**config.mk**
```make
export PLATFORM = sky130hd
export DESIGN_NAME = sbox_lookup_engine
export DESIGN_NICKNAME = d
export VERILOG_FILES = /design/src/rtl/sbox_pkg.sv /design/src/rtl/sbox_rom.sv /design/src/rtl/sbox_lookup_engine.sv
export SDC_FILE = /design/constraint.sdc
export NUM_CORES = 1
export LEC_CHECK = 0
export BUFFER_PORTS_ARGS = -buffer_cell sky130_fd_sc_hd__buf_2
export CORE_ASPECT_RATIO = 1.5
export CORE_MARGIN = 3
export CORE_UTILIZATION = 65
export CTS_CLUSTER_SIZE = 10
export DETAILED_ROUTE_END_ITERATION = 10
export PLACE_DENSITY_LB_ADDON = 0.1
export SYNTH_ARGS = -nofsm -noshare
export SYNTH_HDL_FRONTEND = slang
export SYNTH_SLANG_ARGS = --single-unit
```
**constraint.sdc**
```tcl
create_clock -name clk -period 11.2 [get_ports clk]
set_input_delay 1.12 -clock clk [delete_from_list [all_inputs] [get_ports clk]]
set_output_delay 1.12 -clock clk [all_outputs]
set_load 0.005 [all_outputs]
```
**src/rtl/sbox_pkg.sv**
```systemverilog
// Shared definitions for the AES byte-substitution engine: mode encodings,
// FSM state type and the forward/inverse S-box tables.
package sbox_pkg;

  localparam logic MODE_FWD = 1'b0;
  localparam logic MODE_INV = 1'b1;

  typedef enum logic [1:0] {
    IDLE   = 2'd0,
    LOOKUP = 2'd1,
    DONE   = 2'd2
  } state_e;

  // Forward S-box (SubBytes), indexed by {row nibble, column nibble}.
  localparam logic [7:0] SBOX_FWD [256] = '{
    8'h63, 8'h7c, 8'h77, 8'h7b, 8'hf2, 8'h6b, 8'h6f, 8'hc5, 8'h30, 8'h01, 8'h67, 8'h2b, 8'hfe, 8'hd7, 8'hab, 8'h76,
    8'hca, 8'h82, 8'hc9, 8'h7d, 8'hfa, 8'h59, 8'h47, 8'hf0, 8'had, 8'hd4, 8'ha2, 8'haf, 8'h9c, 8'ha4, 8'h72, 8'hc0,
    8'hb7, 8'hfd, 8'h93, 8'h26, 8'h36, 8'h3f, 8'hf7, 8'hcc, 8'h34, 8'ha5, 8'he5, 8'hf1, 8'h71, 8'hd8, 8'h31, 8'h15,
    8'h04, 8'hc7, 8'h23, 8'hc3, 8'h18, 8'h96, 8'h05, 8'h9a, 8'h07, 8'h12, 8'h80, 8'he2, 8'heb, 8'h27, 8'hb2, 8'h75,
    8'h09, 8'h83, 8'h2c, 8'h1a, 8'h1b, 8'h6e, 8'h5a, 8'ha0, 8'h52, 8'h3b, 8'hd6, 8'hb3, 8'h29, 8'he3, 8'h2f, 8'h84,
    8'h53, 8'hd1, 8'h00, 8'hed, 8'h20, 8'hfc, 8'hb1, 8'h5b, 8'h6a, 8'hcb, 8'hbe, 8'h39, 8'h4a, 8'h4c, 8'h58, 8'hcf,
    8'hd0, 8'hef, 8'haa, 8'hfb, 8'h43, 8'h4d, 8'h33, 8'h85, 8'h45, 8'hf9, 8'h02, 8'h7f, 8'h50, 8'h3c, 8'h9f, 8'ha8,
    8'h51, 8'ha3, 8'h40, 8'h8f, 8'h92, 8'h9d, 8'h38, 8'hf5, 8'hbc, 8'hb6, 8'hda, 8'h21, 8'h10, 8'hff, 8'hf3, 8'hd2,
    8'hcd, 8'h0c, 8'h13, 8'hec, 8'h5f, 8'h97, 8'h44, 8'h17, 8'hc4, 8'ha7, 8'h7e, 8'h3d, 8'h64, 8'h5d, 8'h19, 8'h73,
    8'h60, 8'h81, 8'h4f, 8'hdc, 8'h22, 8'h2a, 8'h90, 8'h88, 8'h46, 8'hee, 8'hb8, 8'h14, 8'hde, 8'h5e, 8'h0b, 8'hdb,
    8'he0, 8'h32, 8'h3a, 8'h0a, 8'h49, 8'h06, 8'h24, 8'h5c, 8'hc2, 8'hd3, 8'hac, 8'h62, 8'h91, 8'h95, 8'he4, 8'h79,
    8'he7, 8'hc8, 8'h37, 8'h6d, 8'h8d, 8'hd5, 8'h4e, 8'ha9, 8'h6c, 8'h56, 8'hf4, 8'hea, 8'h65, 8'h7a, 8'hae, 8'h08,
    8'hba, 8'h78, 8'h25, 8'h2e, 8'h1c, 8'ha6, 8'hb4, 8'hc6, 8'he8, 8'hdd, 8'h74, 8'h1f, 8'h4b, 8'hbd, 8'h8b, 8'h8a,
    8'h70, 8'h3e, 8'hb5, 8'h66, 8'h48, 8'h03, 8'hf6, 8'h0e, 8'h61, 8'h35, 8'h57, 8'hb9, 8'h86, 8'hc1, 8'h1d, 8'h9e,
    8'he1, 8'hf8, 8'h98, 8'h11, 8'h69, 8'hd9, 8'h8e, 8'h94, 8'h9b, 8'h1e, 8'h87, 8'he9, 8'hce, 8'h55, 8'h28, 8'hdf,
    8'h8c, 8'ha1, 8'h89, 8'h0d, 8'hbf, 8'he6, 8'h42, 8'h68, 8'h41, 8'h99, 8'h2d, 8'h0f, 8'hb0, 8'h54, 8'hbb, 8'h16
  };

  // Inverse S-box (InvSubBytes), same indexing.
  localparam logic [7:0] SBOX_INV [256] = '{
    8'h52, 8'h09, 8'h6a, 8'hd5, 8'h30, 8'h36, 8'ha5, 8'h38, 8'hbf, 8'h40, 8'ha3, 8'h9e, 8'h81, 8'hf3, 8'hd7, 8'hfb,
    8'h7c, 8'he3, 8'h39, 8'h82, 8'h9b, 8'h2f, 8'hff, 8'h87, 8'h34, 8'h8e, 8'h43, 8'h44, 8'hc4, 8'hde, 8'he9, 8'hcb,
    8'h54, 8'h7b, 8'h94, 8'h32, 8'ha6, 8'hc2, 8'h23, 8'h3d, 8'hee, 8'h4c, 8'h95, 8'h0b, 8'h42, 8'hfa, 8'hc3, 8'h4e,
    8'h08, 8'h2e, 8'ha1, 8'h66, 8'h28, 8'hd9, 8'h24, 8'hb2, 8'h76, 8'h5b, 8'ha2, 8'h49, 8'h6d, 8'h8b, 8'hd1, 8'h25,
    8'h72, 8'hf8, 8'hf6, 8'h64, 8'h86, 8'h68, 8'h98, 8'h16, 8'hd4, 8'ha4, 8'h5c, 8'hcc, 8'h5d, 8'h65, 8'hb6, 8'h92,
    8'h6c, 8'h70, 8'h48, 8'h50, 8'hfd, 8'hed, 8'hb9, 8'hda, 8'h5e, 8'h15, 8'h46, 8'h57, 8'ha7, 8'h8d, 8'h9d, 8'h84,
    8'h90, 8'hd8, 8'hab, 8'h00, 8'h8c, 8'hbc, 8'hd3, 8'h0a, 8'hf7, 8'he4, 8'h58, 8'h05, 8'hb8, 8'hb3, 8'h45, 8'h06,
    8'hd0, 8'h2c, 8'h1e, 8'h8f, 8'hca, 8'h3f, 8'h0f, 8'h02, 8'hc1, 8'haf, 8'hbd, 8'h03, 8'h01, 8'h13, 8'h8a, 8'h6b,
    8'h3a, 8'h91, 8'h11, 8'h41, 8'h4f, 8'h67, 8'hdc, 8'hea, 8'h97, 8'hf2, 8'hcf, 8'hce, 8'hf0, 8'hb4, 8'he6, 8'h73,
    8'h96, 8'hac, 8'h74, 8'h22, 8'he7, 8'had, 8'h35, 8'h85, 8'he2, 8'hf9, 8'h37, 8'he8, 8'h1c, 8'h75, 8'hdf, 8'h6e,
    8'h47, 8'hf1, 8'h1a, 8'h71, 8'h1d, 8'h29, 8'hc5, 8'h89, 8'h6f, 8'hb7, 8'h62, 8'h0e, 8'haa, 8'h18, 8'hbe, 8'h1b,
    8'hfc, 8'h56, 8'h3e, 8'h4b, 8'hc6, 8'hd2, 8'h79, 8'h20, 8'h9a, 8'hdb, 8'hc0, 8'hfe, 8'h78, 8'hcd, 8'h5a, 8'hf4,
    8'h1f, 8'hdd, 8'ha8, 8'h33, 8'h88, 8'h07, 8'hc7, 8'h31, 8'hb1, 8'h12, 8'h10, 8'h59, 8'h27, 8'h80, 8'hec, 8'h5f,
    8'h60, 8'h51, 8'h7f, 8'ha9, 8'h19, 8'hb5, 8'h4a, 8'h0d, 8'h2d, 8'he5, 8'h7a, 8'h9f, 8'h93, 8'hc9, 8'h9c, 8'hef,
    8'ha0, 8'he0, 8'h3b, 8'h4d, 8'hae, 8'h2a, 8'hf5, 8'hb0, 8'hc8, 8'heb, 8'hbb, 8'h3c, 8'h83, 8'h53, 8'h99, 8'h61,
    8'h17, 8'h2b, 8'h04, 8'h7e, 8'hba, 8'h77, 8'hd6, 8'h26, 8'he1, 8'h69, 8'h14, 8'h63, 8'h55, 8'h21, 8'h0c, 8'h7d
  };

endpackage

```
**src/rtl/sbox_rom.sv**
```systemverilog
// Single-byte combinational S-box: forward or inverse table chosen by mode.
module sbox_rom
  import sbox_pkg::*;
(
  input  logic [7:0] byte_i,
  input  logic       mode_i,
  output logic [7:0] byte_o
);

  // Table select and lookup; the byte is the {row, column} index directly.
  always_comb begin
    byte_o = (mode_i == MODE_INV) ? SBOX_INV[byte_i] : SBOX_FWD[byte_i];
  end

endmodule

```
**src/rtl/sbox_lookup_engine.sv**
```systemverilog
// Multi-lane AES byte-substitution engine. A captured word is substituted in
// place, LPC lanes per cycle starting at lane 0, then held until downstream
// accepts it.
module sbox_lookup_engine
  import sbox_pkg::*;
#(
  parameter int LANES = 4,
  parameter int LPC   = 1
) (
  input  logic               clk,
  input  logic               rst,
  input  logic               in_valid,
  output logic               in_ready,
  input  logic [8*LANES-1:0] in_data,
  input  logic               in_mode,
  output logic               out_valid,
  input  logic               out_ready,
  output logic [8*LANES-1:0] out_data,
  output logic               out_mode,
  output logic               busy
);

  localparam int N  = (LPC > 0) ? (LANES / LPC) : 1;
  localparam int CW = (N > 1) ? $clog2(N) : 1;

  if (LANES < 1 || LPC < 1 || (LANES % LPC) != 0) begin : g_bad_cfg
    $error("sbox_lookup_engine: LANES must be >= 1 and divisible by LPC");
  end

  state_e             state_q, state_d;
  logic [CW-1:0]      count_q, count_d;
  logic [8*LANES-1:0] buf_q, buf_d;
  logic               mode_q, mode_d;

  logic [7:0]         rom_in  [LPC];
  logic [7:0]         rom_out [LPC];

  // Gather the lanes addressed by the current lookup slot.
  always_comb begin
    for (int g = 0; g < LPC; g++) begin
      rom_in[g] = buf_q[(int'(count_q) * LPC + g) * 8 +: 8];
    end
  end

  for (genvar g = 0; g < LPC; g++) begin : g_rom
    sbox_rom u_rom (
      .byte_i (rom_in[g]),
      .mode_i (mode_q),
      .byte_o (rom_out[g])
    );
  end

  // Next-state, buffer update and handshake outputs.
  always_comb begin
    state_d   = state_q;
    count_d   = count_q;
    buf_d     = buf_q;
    mode_d    = mode_q;
    in_ready  = 1'b0;
    out_valid = 1'b0;
    busy      = 1'b0;
    unique case (state_q)
      IDLE: begin
        in_ready = !rst;
        if (in_valid && !rst) begin
          buf_d   = in_data;
          mode_d  = in_mode;
          count_d = '0;
          state_d = LOOKUP;
        end
      end
      LOOKUP: begin
        busy = 1'b1;
        for (int g = 0; g < LPC; g++) begin
          buf_d[(int'(count_q) * LPC + g) * 8 +: 8] = rom_out[g];
        end
        // The last slot leaves count at N-1 so it never wraps.
        if (count_q == CW'(N - 1)) begin
          state_d = DONE;
        end else begin
          count_d = count_q + 1'b1;
        end
      end
      DONE: begin
        busy      = 1'b1;
        out_valid = 1'b1;
        if (out_ready) begin
          state_d = IDLE;
        end
      end
      default: state_d = IDLE;
    endcase
  end

  // State, counter, buffer and mode registers; reset aborts any word in flight.
  always_ff @(posedge clk) begin
    if (rst) begin
      state_q <= IDLE;
      count_q <= '0;
      buf_q   <= '0;
      mode_q  <= MODE_FWD;
    end else begin
      state_q <= state_d;
      count_q <= count_d;
      buf_q   <= buf_d;
      mode_q  <= mode_d;
    end
  end

  assign out_data = buf_q;
  assign out_mode = mode_q;

endmodule

```
==> metrics.md, run 1 <==
| Metric | Value |
|---|---|
| YS warnings | 0 |
| Detailed-placement wirelength estimate | roughly 32 mm |
| Number of top-level design ports | 73 |
| Clock root cell | clkbuf_16 |
| Tool error message | [ERROR GRT-0116] Global routing finished with congestion. Check the congestion regions in the DRC Viewer. |
| Post-cts sizing count | 0 |
| Buffers inserted by post-CTS timing repair | 0 |
| Library cell with the largest summed area after synthesis | dfxtp_1 |
| Number of storage elements in the synthesis netlist | 37 |
| Leading post-synthesis cells by cell area | dfxtp_1, a21oi_1, nor2_1, o21ai_0, mux2i_1 |
| Longest Clk Path Bufs | 2 |
| Effective utilization at floorplan | approximately two thirds |
| Global-route congestion overflow total | 1 |
| Gate Count Post-Synth | between 1,000 and 1,500 |
| Die Span X | 101 um |
| Vias in the first global route | 12,200 |
| Cell with the most instances after synthesis | nor2_1 |
| Library cells used by synthesis | 97 |
| Average instance area after synthesis | 6.91 um2 |
| Clock sink count | 37 |
| Failing step | 5_1_grt |
| Seq/Total Area, Yosys | 8.47% |
| Global-route wire length before repair | between 70 and 80 mm |
| Core Rows | ~50 |
| Hold_buf cts | 0 |
| Number of enable flip-flop cells after synthesis | 0 |
| Height of the die | approximately 150 um |
| Number of buffers created by CTS | 5 |
| Gp weighted congestion | between 1 and 1.5 |
| Maximum number of pins on one net before global-route repair | around 210 |
| Run status | stopped before the end |
| Leading cell types by count after synthesis | nor2_1, a21oi_1, nand2_1 |
| Number of buffer cells added on primary ports | between 70 and 80 |
| Flip-flop cell with the highest count after synthesis | dfxtp_1 |
| Number of nets in the synthesized netlist | ~1,300 |
| Number of levels the H-tree was split into | 2 |
| Mapped cell area | about 0.0087 mm2 |
| Yosys top cell area share | 8.47% |
| All-layer global routing usage | between 60% and 70% |
| Async SR Flop Fraction | 0% |
stage by stage:
step           instance area, um2  setup WS (ps)  util (%)  std cells  hold WS [ps]
4_1_cts                      8950           6270      68.4       1384           520
3_5_place_dp                 8780           6300      67.1       1376           508
3_3_place_gp                 8780           6240      67.1       1376           503
2_1_floorplan                8750           7340         -       1266           491
metal layers:
layer,GRT overflow,GRT usage [%]
met5,0,21.3
met4,0,61.5
met3,0,49.2
met2,1,85.6
met1,0,72.0
cell families after synthesis:
kind of cell | after synthesis | share of synthesized area [%]
fa+ha+maj | 29 | 4.15
compound gates | 566 | 46.4
simple gates | 400 | 22.3
buf+inv | 166 | 9.22
mux | 63 | 8.98
flops | 37 | 8.47
xor+xnor | 5 | 0.501
==> run 2: changes to the inputs <==
- CORE_ASPECT_RATIO: 1.5 -> unset
- CORE_UTILIZATION: 65 -> 40
- CTS_CLUSTER_SIZE: 10 -> unset
- PLACE_DENSITY_LB_ADDON: 0.1 -> 0.15
==> run 2 against run 1 <==
The flow now finishes without violations. Area after synthesis did not move. Synthesized cell count unchanged.
==> metrics.md, run 2 <==
| Metric | Value |
|---|---|
| Routed wire length on met2 | between 20 and 25 mm |
| All-layer global routing usage | 44.4% |
| WL met1 | ~21 mm |
| Internal power component | just under 700 uW |
| Category of the most critical setup path | reg2reg |
| Number of levels the H-tree was split into | 2 (unchanged) |
| Drc violations | 0 |
| RSZ-0062 raised after global routing | false |
| Number of storage elements in the synthesis netlist | 37 (unchanged) |
| YS warnings | 0 (unchanged) |
| Clock-pin slew on the worst setup and hold paths | around 60 ps |
| Library cell with the largest summed area after synthesis | dfxtp_1 |
| F_max | about 0.19 GHz |
| Area used by multi-input combinational logic | a little over 0.007 mm2 |
| Layout filler cell count | roughly 2,300 |
| Critical R2R Launch | count_q[1] |
| Worst path arrival time | around 5400 ps |
| Area of the core | roughly 0.021 mm2 |
| Run status | complete, no violations |
| Power density over cell area | 208 mW/mm2 |
| Static Leak | approximately 3.2 nW |
| Yosys top cell area share | 8.47% (unchanged) |
| TritonCTS clock tree | yes |
| Seq. cell area | between 700 and 800 um2 |
| Largest register FFs | 32 |
| Cells on worst reg2reg path | 14 |
| Number of nets in the synthesized netlist | 1,332 (unchanged) |
| Clk Latency, worst-skew pair | between 200 and 300 ps |
| Post-DR wirelength/cell | between 30 and 40 um |
| Final antenna diode count | 0 |
| Maximum resistive drop on vdd | a little over 0.09 mV |
| Logic gate share of total power | a little over 80% |
| Worst Max-Slew Pin Slew | 1240 ps |
| Flip-flop cell with the highest count after synthesis | dfxtp_1 |
| Post-layout util | about 43% |
| Number of buffer cells added on primary ports | 72 (unchanged) |
| Crit-path cells | buf_4 > mux4_2 > buf_4 > inv_1 > ha_1 > buf_4 > nand2b_1 > o22ai_1 > o22ai_1 > a32oi_1 > and3_1 > o31a_1 > o31ai_1 > a211oi_1 |
| Leading cell type in the layout, fill and taps excluded | nor2_1 |
| Global-route congestion overflow total | 0 |
| Buffers inserted by post-CTS timing repair | 0 (unchanged) |
| Number of buffers created by CTS | 5 (unchanged) |
| Final number of hold-violating endpoints | 0 |
| Core Rows | 53 (+3.9%) |
| CP Data Required Time | approximately 11,000 ps |
| Final Power | 1.90 mW |
| Iteration-0 DRC Markers | approximately 2,800 |
| Total wirelength of the detailed-routed design | around 56 mm |
| Crit share post-route | 46.6% |
| Relative contribution of sequential cells to total power | a little under a tenth |
| Number of enable flip-flop cells after synthesis | 0 (unchanged) |
| Headroom to the max-slew limit | about 17% |
| Die Span X | 154 um (+53%) |
| Path category of the worst min-delay check | reg2reg |
| Async SR Flop Fraction | 0% (unchanged) |
| Average instance area after synthesis | 6.91 um2 (unchanged) |
| Hold_buf cts | 0 (unchanged) |
| Mapped cell area | 0.00875 mm2 (unchanged) |
| Switching part of the total | 64.5% |
| Leading cell types by count after synthesis | nor2_1, a21oi_1, nand2_1 |
| Clock sink count | 37 (unchanged) |
| Gp weighted congestion | 1.13 (-17%) |
| Vias | about 12,000 |
| Post-cts sizing count | 0 (unchanged) |
| Signed area change from the synthesized netlist to the final layout | 4.45% |
| Final net count | approximately 1,300 |
| Switching component of the power | roughly 1.2 mW |
| Initial antenna violation count | 1 |
| Seq/Total Area, Yosys | 8.47% (unchanged) |
| Longest Clk Path Bufs | 2 (unchanged) |
| Crit path max fanout | 43 |
| Setup violation total in the final timing report | 0 |
| Library cells used by synthesis | 97 (unchanged) |
| Maximum number of pins on one net before global-route repair | 79 |
| Height of the die | 154 um (+3.9%) |
| DR pass1 iterations | 9 |
| Die area | between 0.02 and 0.025 mm2 |
| Portion of total power attributed to the clock network | about 7.7% |
| Number of max-cap violations | 0 |
| Min cycle time layout | between 5000 and 6000 ps |
| Maximum cell stage delay along the critical path | about 960 ps |
| Layout cells sized above 1 | 14.5% |
| Total negative slack for setup checks | 0 ps |
| Slowest stage cell, crit path | o22ai_1 |
| Hold depth | 2 |
| Leading post-synthesis cells by cell area | dfxtp_1, a21oi_1, nor2_1, o21ai_0, mux2i_1 |
| Clock Skews | 7.19 ps |
| Number of top-level design ports | 73 (unchanged) |
| Remaining number of nets flagged by the antenna check after routing | 0 |
| Hold Startpoint | out_mode |
| CP startpoint | count_q[1] |
| Cell with the most instances after synthesis | nor2_1 |
| Most frequent cells in the layout | nor2_1, a21oi_1, nand2_1 |
| Detailed-placement wirelength estimate | 38.8 mm (+20%) |
| Highest metal layer with signal wires | met5 |
| Endpoint kind of the worst setup timing path | flip-flop |
| Detail Route met3 WL | approximately 9.6 mm |
| Vias in the first global route | about 11,000 |
| DR vias/cell | about 8 |
| Clock root cell | clkbuf_16 |
| Global-route wire length before repair | just under 80 mm |
| Gate Count Post-Synth | 1,266 (unchanged) |
| Type of element launching the critical path | flip-flop |
| Max Transition Viols Final | 0 |
| Most Frequent Cell on Critical Path | buf_4 |
| Effective utilization at floorplan | 41.1% (-26 points) |
[run 2: cell counts after synthesis]
Identical to the previous run, type by type.
[run 2: worst paths after layout]
kind	endpoint	slack, ps
worst max register to register	out_data[15]	5990
worst max-delay path	out_data[15]	5990
worst min register to register	out_mode	460
worst min-delay path	out_mode	460
[run 2: cells by family (layout without fill, tap and decap cells)]
group	count (synthesis)	in the layout	share of synthesized area (%)
XOR/XNOR	5	5	0.501
multiplexers	63	63	8.98
buffers and inverters	166	136	9.22
AND/OR/NAND/NOR	400	400	22.3
AO/OA/AOI/OAI	566	566	46.4
flip-flops	37	37	8.47
adder cells (fa/ha/maj)	29	29	4.15
[run 2: power groups by stage]
stage,Sequential (mW),Clock [mW],Combinational [mW]
6_report,0.178,0.146,1.58
5_1_grt,0.180,0.154,1.58
4_1_cts,0.177,0.145,1.45
3_5_place_dp,0.180,0,1.44
3_3_place_gp,0.180,0,1.48
2_1_floorplan,0.175,0,0.932
[run 2: worst max-delay path: cells and delay by family, from the launching register on]
family	cells	cell delay [ps]
AO/OA/AOI/OAI	6	2000
adder cells (fa/ha/maj)	1	430
buffers and inverters	4	1610
AND/OR/NAND/NOR	2	390
multiplexers	1	270
flip-flops	1	300
[run 2: per-stage QoR]
stage	worst slack [ps]	std cells	hold slack, ps	instance area, um2
finish	5990	1511	464	9140
global route	5920	1511	508	9140
CTS	6290	1511	460	9140
detailed placement	6290	1503	452	9000
global placement	6300	1503	451	9000
floorplan	7340	1266	491	8750
[run 2: cell type report]
type	count	area share [%]
multi-input cells	1063	78.9
flip-flops and latches	37	8.11
repair buffers	107	6.82
well taps	275	3.77
clock buffers	5	1.37
inverters	21	0.890
clock inverters	3	0.192
[run 2: metal layers]
layer  GRT usage (%)  vias up
met5               0        -
met4            23.7        2
met3            21.1      343
met2            58.5     1236
met1            59.1     5654
li1                -     4888
No activity file was read; power rests on OpenSTA's default activity.
